--- config.mk ---
export PLATFORM = sky130hd
export DESIGN_NAME = completion_ring_writer
export DESIGN_NICKNAME = d
export VERILOG_FILES = /design/src/rtl/completion_ring_writer.sv
export SDC_FILE = /design/constraint.sdc
export NUM_CORES = 2
export LEC_CHECK = 0
export ABC_AREA = 1
export CORE_MARGIN = 2
export CORE_UTILIZATION = 30
export CTS_CLUSTER_SIZE = 10
export DETAILED_ROUTE_END_ITERATION = 6
export GPL_TIMING_DRIVEN = 0
export HOLD_SLACK_MARGIN = 0.02
export MAX_ROUTING_LAYER = met4
export PLACE_DENSITY_LB_ADDON = 0.25
export SYNTH_ARGS = -nofsm -noshare
export SYNTH_HDL_FRONTEND = slang
export SYNTH_SLANG_ARGS = --single-unit
--- constraint.sdc ---
create_clock -name clk -period 9.84 [get_ports clk]
set_clock_uncertainty 0.2 [all_clocks]
set_input_delay 1.968 -clock clk [delete_from_list [all_inputs] [get_ports clk]]
set_output_delay 1.968 -clock clk [all_outputs]
set_load 0.02 [all_outputs]
--- src/rtl/completion_ring_writer.sv ---
`default_nettype none
// ============================================================================
// completion_ring_writer: packs per-kernel completion tags into lines, AXI-writes them to a host ring
// Option CMPL_TIMEOUT_FLUSH_EN: idle-timeout flush of partial lines.  Rev 1.0
// ============================================================================
module completion_ring_writer #(
  parameter int KERNEL_NUM     = 8,
  parameter int DATA_WIDTH     = 512,
  parameter int ADDR_WIDTH     = 64,
  parameter int ID_WIDTH       = 1,
  parameter int AWUSER_WIDTH   = 8,
  parameter int FIFO_DEPTH     = 16,
  parameter int TIMEOUT_CYCLES = 1024
) (
  input  logic                      clk,
  input  logic                      rst,
  input  logic [KERNEL_NUM-1:0]     kernel_start,
  input  logic [KERNEL_NUM-1:0]     kernel_complete,
  input  logic [23:0]               start_tag,
  input  logic [ADDR_WIDTH-1:0]     completion_addr,
  input  logic [31:0]               completion_size,
  input  logic                      real_done,
  output logic                      flush_done,
  output logic                      overflow,
  output logic                      bus_error,
  output logic [ID_WIDTH-1:0]       m_axi_awid,
  output logic [ADDR_WIDTH-1:0]     m_axi_awaddr,
  output logic [7:0]                m_axi_awlen,
  output logic [2:0]                m_axi_awsize,
  output logic [1:0]                m_axi_awburst,
  output logic [3:0]                m_axi_awcache,
  output logic                      m_axi_awlock,
  output logic [2:0]                m_axi_awprot,
  output logic [3:0]                m_axi_awqos,
  output logic [3:0]                m_axi_awregion,
  output logic [AWUSER_WIDTH-1:0]   m_axi_awuser,
  output logic                      m_axi_awvalid,
  input  logic                      m_axi_awready,
  output logic [ID_WIDTH-1:0]       m_axi_wid,
  output logic [DATA_WIDTH-1:0]     m_axi_wdata,
  output logic [DATA_WIDTH/8-1:0]   m_axi_wstrb,
  output logic                      m_axi_wlast,
  output logic                      m_axi_wvalid,
  input  logic                      m_axi_wready,
  output logic                      m_axi_bready,
  input  logic [ID_WIDTH-1:0]       m_axi_bid,
  input  logic [1:0]                m_axi_bresp,
  input  logic                      m_axi_bvalid
);

  localparam int          EPL        = DATA_WIDTH / 32;
  localparam int          LINE_BYTES = DATA_WIDTH / 8;
  localparam int          KW         = (KERNEL_NUM > 1) ? $clog2(KERNEL_NUM) : 1;
  localparam int          EW         = $clog2(EPL);
  localparam int          FW         = $clog2(FIFO_DEPTH);
  localparam logic [31:0] LINE_INC   = 32'(LINE_BYTES);

  typedef enum logic [1:0] {
    ST_IDLE  = 2'd0,
    ST_WRITE = 2'd1,
    ST_RESP  = 2'd2,
    ST_ADV   = 2'd3
  } state_t;

  state_t                  state, state_nxt;
  logic                    awvalid_nxt, wvalid_nxt, berr_set;

  logic [23:0]             tag [KERNEL_NUM];
  logic [KERNEL_NUM-1:0]   pending;
  logic [KERNEL_NUM-1:0]   grant_oh;
  logic [KW-1:0]           rr_ptr, grant_idx, scan_idx;
  logic                    grant_vld;
  int                      scan;

  logic [31:0]             fifo_mem [FIFO_DEPTH];
  logic [FW:0]             wr_ptr, rd_ptr;
  logic                    fifo_full, fifo_empty;
  logic [31:0]             fifo_dout;

  logic [DATA_WIDTH-1:0]   line_buf [2];
  logic [1:0]              line_rdy;
  logic                    fill_sel, wr_sel;
  logic [EW-1:0]           fill_cnt;
  logic [31:0]             offset;
  logic                    pop;

  logic                    real_done_q, flush_armed, flush_busy;
  logic                    flush_go, flush_mark, flush_empty;
  logic                    tmo_mark, part_mark;

  // ---------------------------------------------------------------- tags
  always_ff @(posedge clk) begin
    if (rst) begin
      for (int i = 0; i < KERNEL_NUM; i++) tag[i] <= '0;
    end else begin
      for (int i = 0; i < KERNEL_NUM; i++)
        if (kernel_start[i]) tag[i] <= start_tag;
    end
  end

  // ------------------------------------------------- round-robin arbiter
  // Scan from the farthest offset down so the nearest pending bit to rr_ptr wins.
  always_comb begin
    grant_vld = 1'b0;
    grant_idx = '0;
    grant_oh  = '0;
    scan      = 0;
    scan_idx  = '0;
    if (!fifo_full) begin
      for (int off = KERNEL_NUM - 1; off >= 0; off--) begin
        scan = int'(rr_ptr) + off;
        if (scan >= KERNEL_NUM) scan = scan - KERNEL_NUM;
        scan_idx = KW'(scan);
        if (pending[scan_idx]) begin
          grant_vld = 1'b1;
          grant_idx = scan_idx;
        end
      end
    end
    if (grant_vld) grant_oh[grant_idx] = 1'b1;
  end

  always_ff @(posedge clk) begin
    if (rst) begin
      pending  <= '0;
      overflow <= 1'b0;
      rr_ptr   <= '0;
    end else begin
      pending <= (pending & ~grant_oh) | kernel_complete;
      if (|(pending & kernel_complete)) overflow <= 1'b1;
      if (grant_vld)
        rr_ptr <= (grant_idx == KW'(KERNEL_NUM - 1)) ? '0 : grant_idx + 1'b1;
    end
  end

  // ---------------------------------------------------------- entry FIFO
  assign fifo_empty = (wr_ptr == rd_ptr);
  assign fifo_full  = (wr_ptr[FW] != rd_ptr[FW]) && (wr_ptr[FW-1:0] == rd_ptr[FW-1:0]);
  assign fifo_dout  = fifo_mem[rd_ptr[FW-1:0]];

  always_ff @(posedge clk) begin
    if (grant_vld) fifo_mem[wr_ptr[FW-1:0]] <= {tag[grant_idx], 8'h01};
  end

  always_ff @(posedge clk) begin
    if (rst) begin
      wr_ptr <= '0;
      rd_ptr <= '0;
    end else begin
      if (grant_vld) wr_ptr <= wr_ptr + 1'b1;
      if (pop)       rd_ptr <= rd_ptr + 1'b1;
    end
  end

  // ------------------------------------------------- packer / flush control
  // Popping is held off during a final flush so the ping-pong reset cannot drop entries.
  assign pop         = !fifo_empty && !line_rdy[fill_sel] && !flush_busy;
  assign flush_go    = flush_armed && !flush_busy && (pending == '0) && fifo_empty &&
                       (line_rdy == 2'b00);
  assign flush_mark  = flush_go && (fill_cnt != '0);
  assign flush_empty = flush_go && (fill_cnt == '0);
  assign part_mark   = flush_mark || tmo_mark;

`ifdef CMPL_TIMEOUT_FLUSH_EN
  localparam int TW = $clog2(TIMEOUT_CYCLES + 1);
  logic [TW-1:0] tmo_cnt;
  logic          tmo_idle;

  assign tmo_idle = (state == ST_IDLE) && (fill_cnt != '0) && !pop &&
                    !line_rdy[fill_sel] && !flush_busy;
  assign tmo_mark = tmo_idle && (tmo_cnt == TW'(TIMEOUT_CYCLES - 1));

  always_ff @(posedge clk) begin
    if (rst || !tmo_idle || tmo_mark) tmo_cnt <= '0;
    else                              tmo_cnt <= tmo_cnt + 1'b1;
  end
`else
  logic unused_tmo;
  assign tmo_mark   = 1'b0;
  assign unused_tmo = &{1'b0, 32'(TIMEOUT_CYCLES)};
`endif

  always_ff @(posedge clk) begin
    if (rst) begin
      line_buf[0] <= '0;
      line_buf[1] <= '0;
      line_rdy    <= '0;
      fill_sel    <= 1'b0;
      wr_sel      <= 1'b0;
      fill_cnt    <= '0;
      offset      <= '0;
      real_done_q <= 1'b0;
      flush_armed <= 1'b0;
      flush_busy  <= 1'b0;
      flush_done  <= 1'b0;
    end else begin
      real_done_q <= real_done;
      flush_done  <= 1'b0;

      if (pop) begin
        line_buf[fill_sel][{fill_cnt, 5'b0} +: 32] <= fifo_dout;
        fill_cnt <= fill_cnt + 1'b1;
        if (fill_cnt == EW'(EPL - 1)) begin
          line_rdy[fill_sel] <= 1'b1;
          fill_sel           <= ~fill_sel;
        end
      end

      if (part_mark) begin
        line_rdy[fill_sel] <= 1'b1;
        fill_sel           <= ~fill_sel;
        fill_cnt           <= '0;
      end

      if (flush_go)   flush_armed <= 1'b0;
      if (real_done && !real_done_q) flush_armed <= 1'b1;
      if (flush_mark) flush_busy  <= 1'b1;

      if (flush_empty) begin
        flush_done <= 1'b1;
        offset     <= '0;
        fill_sel   <= 1'b0;
        wr_sel     <= 1'b0;
      end

      if (state == ST_ADV) begin
        line_rdy[wr_sel] <= 1'b0;
        line_buf[wr_sel] <= '0;
        wr_sel           <= ~wr_sel;
        offset           <= (offset + LINE_INC == completion_size) ? '0 : offset + LINE_INC;
        if (flush_busy) begin
          flush_busy <= 1'b0;
          flush_done <= 1'b1;
          offset     <= '0;
          fill_sel   <= 1'b0;
          wr_sel     <= 1'b0;
          fill_cnt   <= '0;
        end
      end
    end
  end

  // ------------------------------------------------------------ writer FSM
  always_ff @(posedge clk) begin
    if (rst) begin
      state         <= ST_IDLE;
      m_axi_awvalid <= 1'b0;
      m_axi_wvalid  <= 1'b0;
      bus_error     <= 1'b0;
    end else begin
      state         <= state_nxt;
      m_axi_awvalid <= awvalid_nxt;
      m_axi_wvalid  <= wvalid_nxt;
      if (berr_set) bus_error <= 1'b1;
    end
  end

  always_comb begin
    state_nxt   = state;
    awvalid_nxt = m_axi_awvalid;
    wvalid_nxt  = m_axi_wvalid;
    berr_set    = 1'b0;
    unique case (state)
      ST_IDLE: begin
        if (line_rdy[wr_sel]) begin
          state_nxt   = ST_WRITE;
          awvalid_nxt = 1'b1;
          wvalid_nxt  = 1'b1;
        end
      end
      ST_WRITE: begin
        if (m_axi_awready) awvalid_nxt = 1'b0;
        if (m_axi_wready)  wvalid_nxt  = 1'b0;
        if (!awvalid_nxt && !wvalid_nxt) state_nxt = ST_RESP;
      end
      ST_RESP: begin
        if (m_axi_bvalid) begin
          if (m_axi_bresp == 2'b00) begin
            state_nxt = ST_ADV;
          end else begin
            state_nxt   = ST_WRITE;
            awvalid_nxt = 1'b1;
            wvalid_nxt  = 1'b1;
            berr_set    = 1'b1;
          end
        end
      end
      ST_ADV:  state_nxt = ST_IDLE;
      default: state_nxt = ST_IDLE;
    endcase
  end

  // ------------------------------------------------------------- AXI ties
  logic unused_axi;
  assign unused_axi     = &{1'b0, m_axi_bid};

  assign m_axi_awid     = '0;
  assign m_axi_awaddr   = completion_addr + ADDR_WIDTH'(offset);
  assign m_axi_awlen    = 8'd0;
  assign m_axi_awsize   = 3'($clog2(LINE_BYTES));
  assign m_axi_awburst  = 2'b01;
  assign m_axi_awcache  = 4'b0011;
  assign m_axi_awlock   = 1'b0;
  assign m_axi_awprot   = 3'b000;
  assign m_axi_awqos    = 4'b0000;
  assign m_axi_awregion = 4'b0000;
  assign m_axi_awuser   = '0;
  assign m_axi_wid      = '0;
  assign m_axi_wdata    = line_buf[wr_sel];
  assign m_axi_wstrb    = '1;
  assign m_axi_wlast    = m_axi_wvalid;
  assign m_axi_bready   = 1'b1;

endmodule
`default_nettype wire

==> impl_metrics.toml <==
[run_status]
status = "finished, final reports clean"

[clocking]
cts_inserted_buffers = 168
cts_tree = "built"
cts_resized = 0
postCtsHoldBufs = 0
path_clk_slew_ns = 0.06
cts-root-buf = "clkbuf_16"
post_cts_buffers = 0
htreeDepth = 4
clockBufferDepth = 3
clk_latency_ns = 0.80
clock-sinks = 1446

[floorplan]
die_h_um = 473
floorplan.initialDensity_pct = 30.1
fp.dieW_um = 473
dieArea_mm2 = 0.224
io_pins = 831
core-area_mm2 = 0.219
rows = 172

[worst_setup_path]
rr_worst_depth = 10
cp.arrival_ns = 5.70
rr_endpoint = "line_buf[1][344]"
worstPathMaxFanout = 8
reg2reg_slack_ns = 5.38
startpoint_type = "input port"
worstSetupStartpoint = "completion_addr[7]"
end_kind = "output port"
critPathRequiredTime_ns = 7.67
critPathKind = "input port to output port"

[sta]
fin_tns_setup_ns = 0
fmax_mhz = 127
tightest_slew_ns = 1.44
rsz0062_at_grt = "no"
setup_violations = 0
slew_violations = 0
post-route-period-util_pct = 80.0
finalCriticalPeriod_ns = 7.87
hold_violations = 0
slew_headroom_pct = 3.70

[logic_synthesis]
ys.flop_type = "dfxtp_1"
synth_area_leaders = "dfxtp_1, edfxtp_1, nand2_1, a21oi_1, mux2_2"
synthDistinctLibCells = 60
ys_seq_area_share_pct = 52.5
synth.largest_area_cell = "dfxtp_1"
yosysTopAreaCellShare_pct = 26.4
ys_seq_elements = 1446
avgSynthCellArea_um2 = 8.75
async_reset_ff_share_pct = 0
syn-cell-area_mm2 = 0.0661
synth-edff-count = 576
synthCells = 7552
yosysWarnings = 0

[route]
drtIter0Drc = 5520
drc = 0
first_pass_iters = 6
routedWlPerCell_um = 23.0
post_drt_via_cell_ratio = 4.95
wl_um = 265000
num_vias = 57100
antenna_left = 0

[final_layout]
mostFrequentLayoutCell = "nand2_1"
area_growth_pct = 24.1
layout_common_cells = "nand2_1, a21oi_1, dfxtp_1"
fin_nets = 8743
drive_gt1_share_pct = 13.7

[min_path]
timing.hold.worst_endpoint = "flush_armed"
hold_path.class = "flip-flop to flip-flop"
hp-start = "real_done_q"
whs_path_depth = 1

[placed_design]
post-dp-hpwl_um = 195000
gp_congestion = 0.910
port_buffers = 607

[power_and_ir_drop]
finalPower_uw = 22600
power_density_mw_per_mm2 = 276
total_leakage_power_uw = 0.0313
ir_worst_vdd_uv = 303

[grt]
grt_pass1_wl_um = 374000
grt_pass1_vias = 53200
track_usage_pct = 23.3
grt_overflow = 0
antenna_found_initial = 20
grt_max_degree = 25

[job]
drv_cap = 0
## area by class of cell
cell class	count	area, um^2
fill	22100	137000
sequential	1446	34700
multi-input combinational	5308	27300
timing repair buffer	624	6490
clock buffer	219	4480
buffer	704	3870
tap	2871	3590
inverter	308	1160
clock inverter	22	413
antenna	14	35.0
## per-stage QoR
step	util, %	instances	worst slack (ns)	cell area (um^2)	hold WS, ns
final	37.4	11500	1.97	82000	0.213
after global routing	37.4	11500	1.67	82000	0.257
after CTS	37.4	11500	1.94	82000	0.214
after detailed placement	35.1	11300	1.95	77100	0.207
after global placement	34.9	11200	1.94	76500	0.204
after floorplan	-	7766	3.60	66900	0.198
## layer usage
metal	global-route usage, %	part of all wire [%]	vias up	wire length (um)
met1	30.5	43	27700	113000
met2	36.6	46	2406	122000
li1	-	-	26600	-
met4	7.18	3.3	0	8740
met3	4.10	8.2	364	21800
met5	-	0	-	0
## how the worst max path moves through the flow
| stage | end | slack, ns |
|---|---|---|
| after floorplan | m_axi_awaddr[61] | 3.60 |
| after global placement | m_axi_awaddr[40] | 1.94 |
| after detailed placement | m_axi_awaddr[40] | 1.95 |
| after CTS | m_axi_awaddr[40] | 1.94 |
| after global routing | m_axi_awaddr[40] | 1.67 |
| final | m_axi_awaddr[40] | 1.97 |
## kinds of logic (layout without fill, tap and decap cells)
kind of cell / count (synthesis) / after routing / synth area share, %
buf+inv: 1012 / 1877 / 7.60
mux: 494 / 494 / 8.24
compound gates: 1293 / 1293 / 10.3
fa+ha+maj: 38 / 38 / 0.720
flops: 1446 / 1446 / 52.5
simple gates: 3173 / 3173 / 19.3
xor+xnor: 94 / 94 / 1.26
other cells: 2 / 230 / 0.0114
## worst max-delay path, stage by stage
cell,delay (ns)
clkdlybuf4s50_1,0.41
ha_1,0.31
a21o_1,0.15
nand2_1,0.05
nand2_1,0.11
a21oi_1,0.13
o21bai_2,0.24
nand2_1,0.08
nand2_1,0.23
nand2_1,0.23
a21oi_4,0.32
nand2_1,0.16
nor2_1,0.22
nor2_1,0.07
a21oi_1,0.31
clkdlybuf4s50_1,0.68
## flip-flops by register name, indices dropped and copies added, names as in the netlist, 2 cells and up, named ones only
name,flops
rd_ptr,5
offset,26
line_buf,800
wr_ptr,5
fifo_mem,384
state,2
fill_cnt,4
tag,192
line_rdy,2
rr_ptr,3
pending,8
## cells in the mapped netlist, types with 30 or more instances
cell	n
xor2_1	59
buf_4	261
nor3_1	30
nand2_1	2345
nand3_1	189
o211ai_1	97
nor2_2	36
a21oi_1	1016
ha_1	38
xnor2_1	34
inv_2	32
mux2i_1	96
edfxtp_1	576
mux2_2	398
buf_2	158
o21ai_0	149
inv_1	272
nor2_1	468
clkbuf_1	252
dfxtp_1	870
## power breakdown
group | total, uW | internal (uW) | switching, uW | leakage (uW)
registers | 7920 | 7770 | 144 | 0.0126
logic | 8880 | 1830 | 7050 | 0.0163
clock network | 5800 | 3250 | 2550 | 0.00235
total | 22600 | 12900 | 9740 | 0.0313
Power figures use the tool's default switching activity.
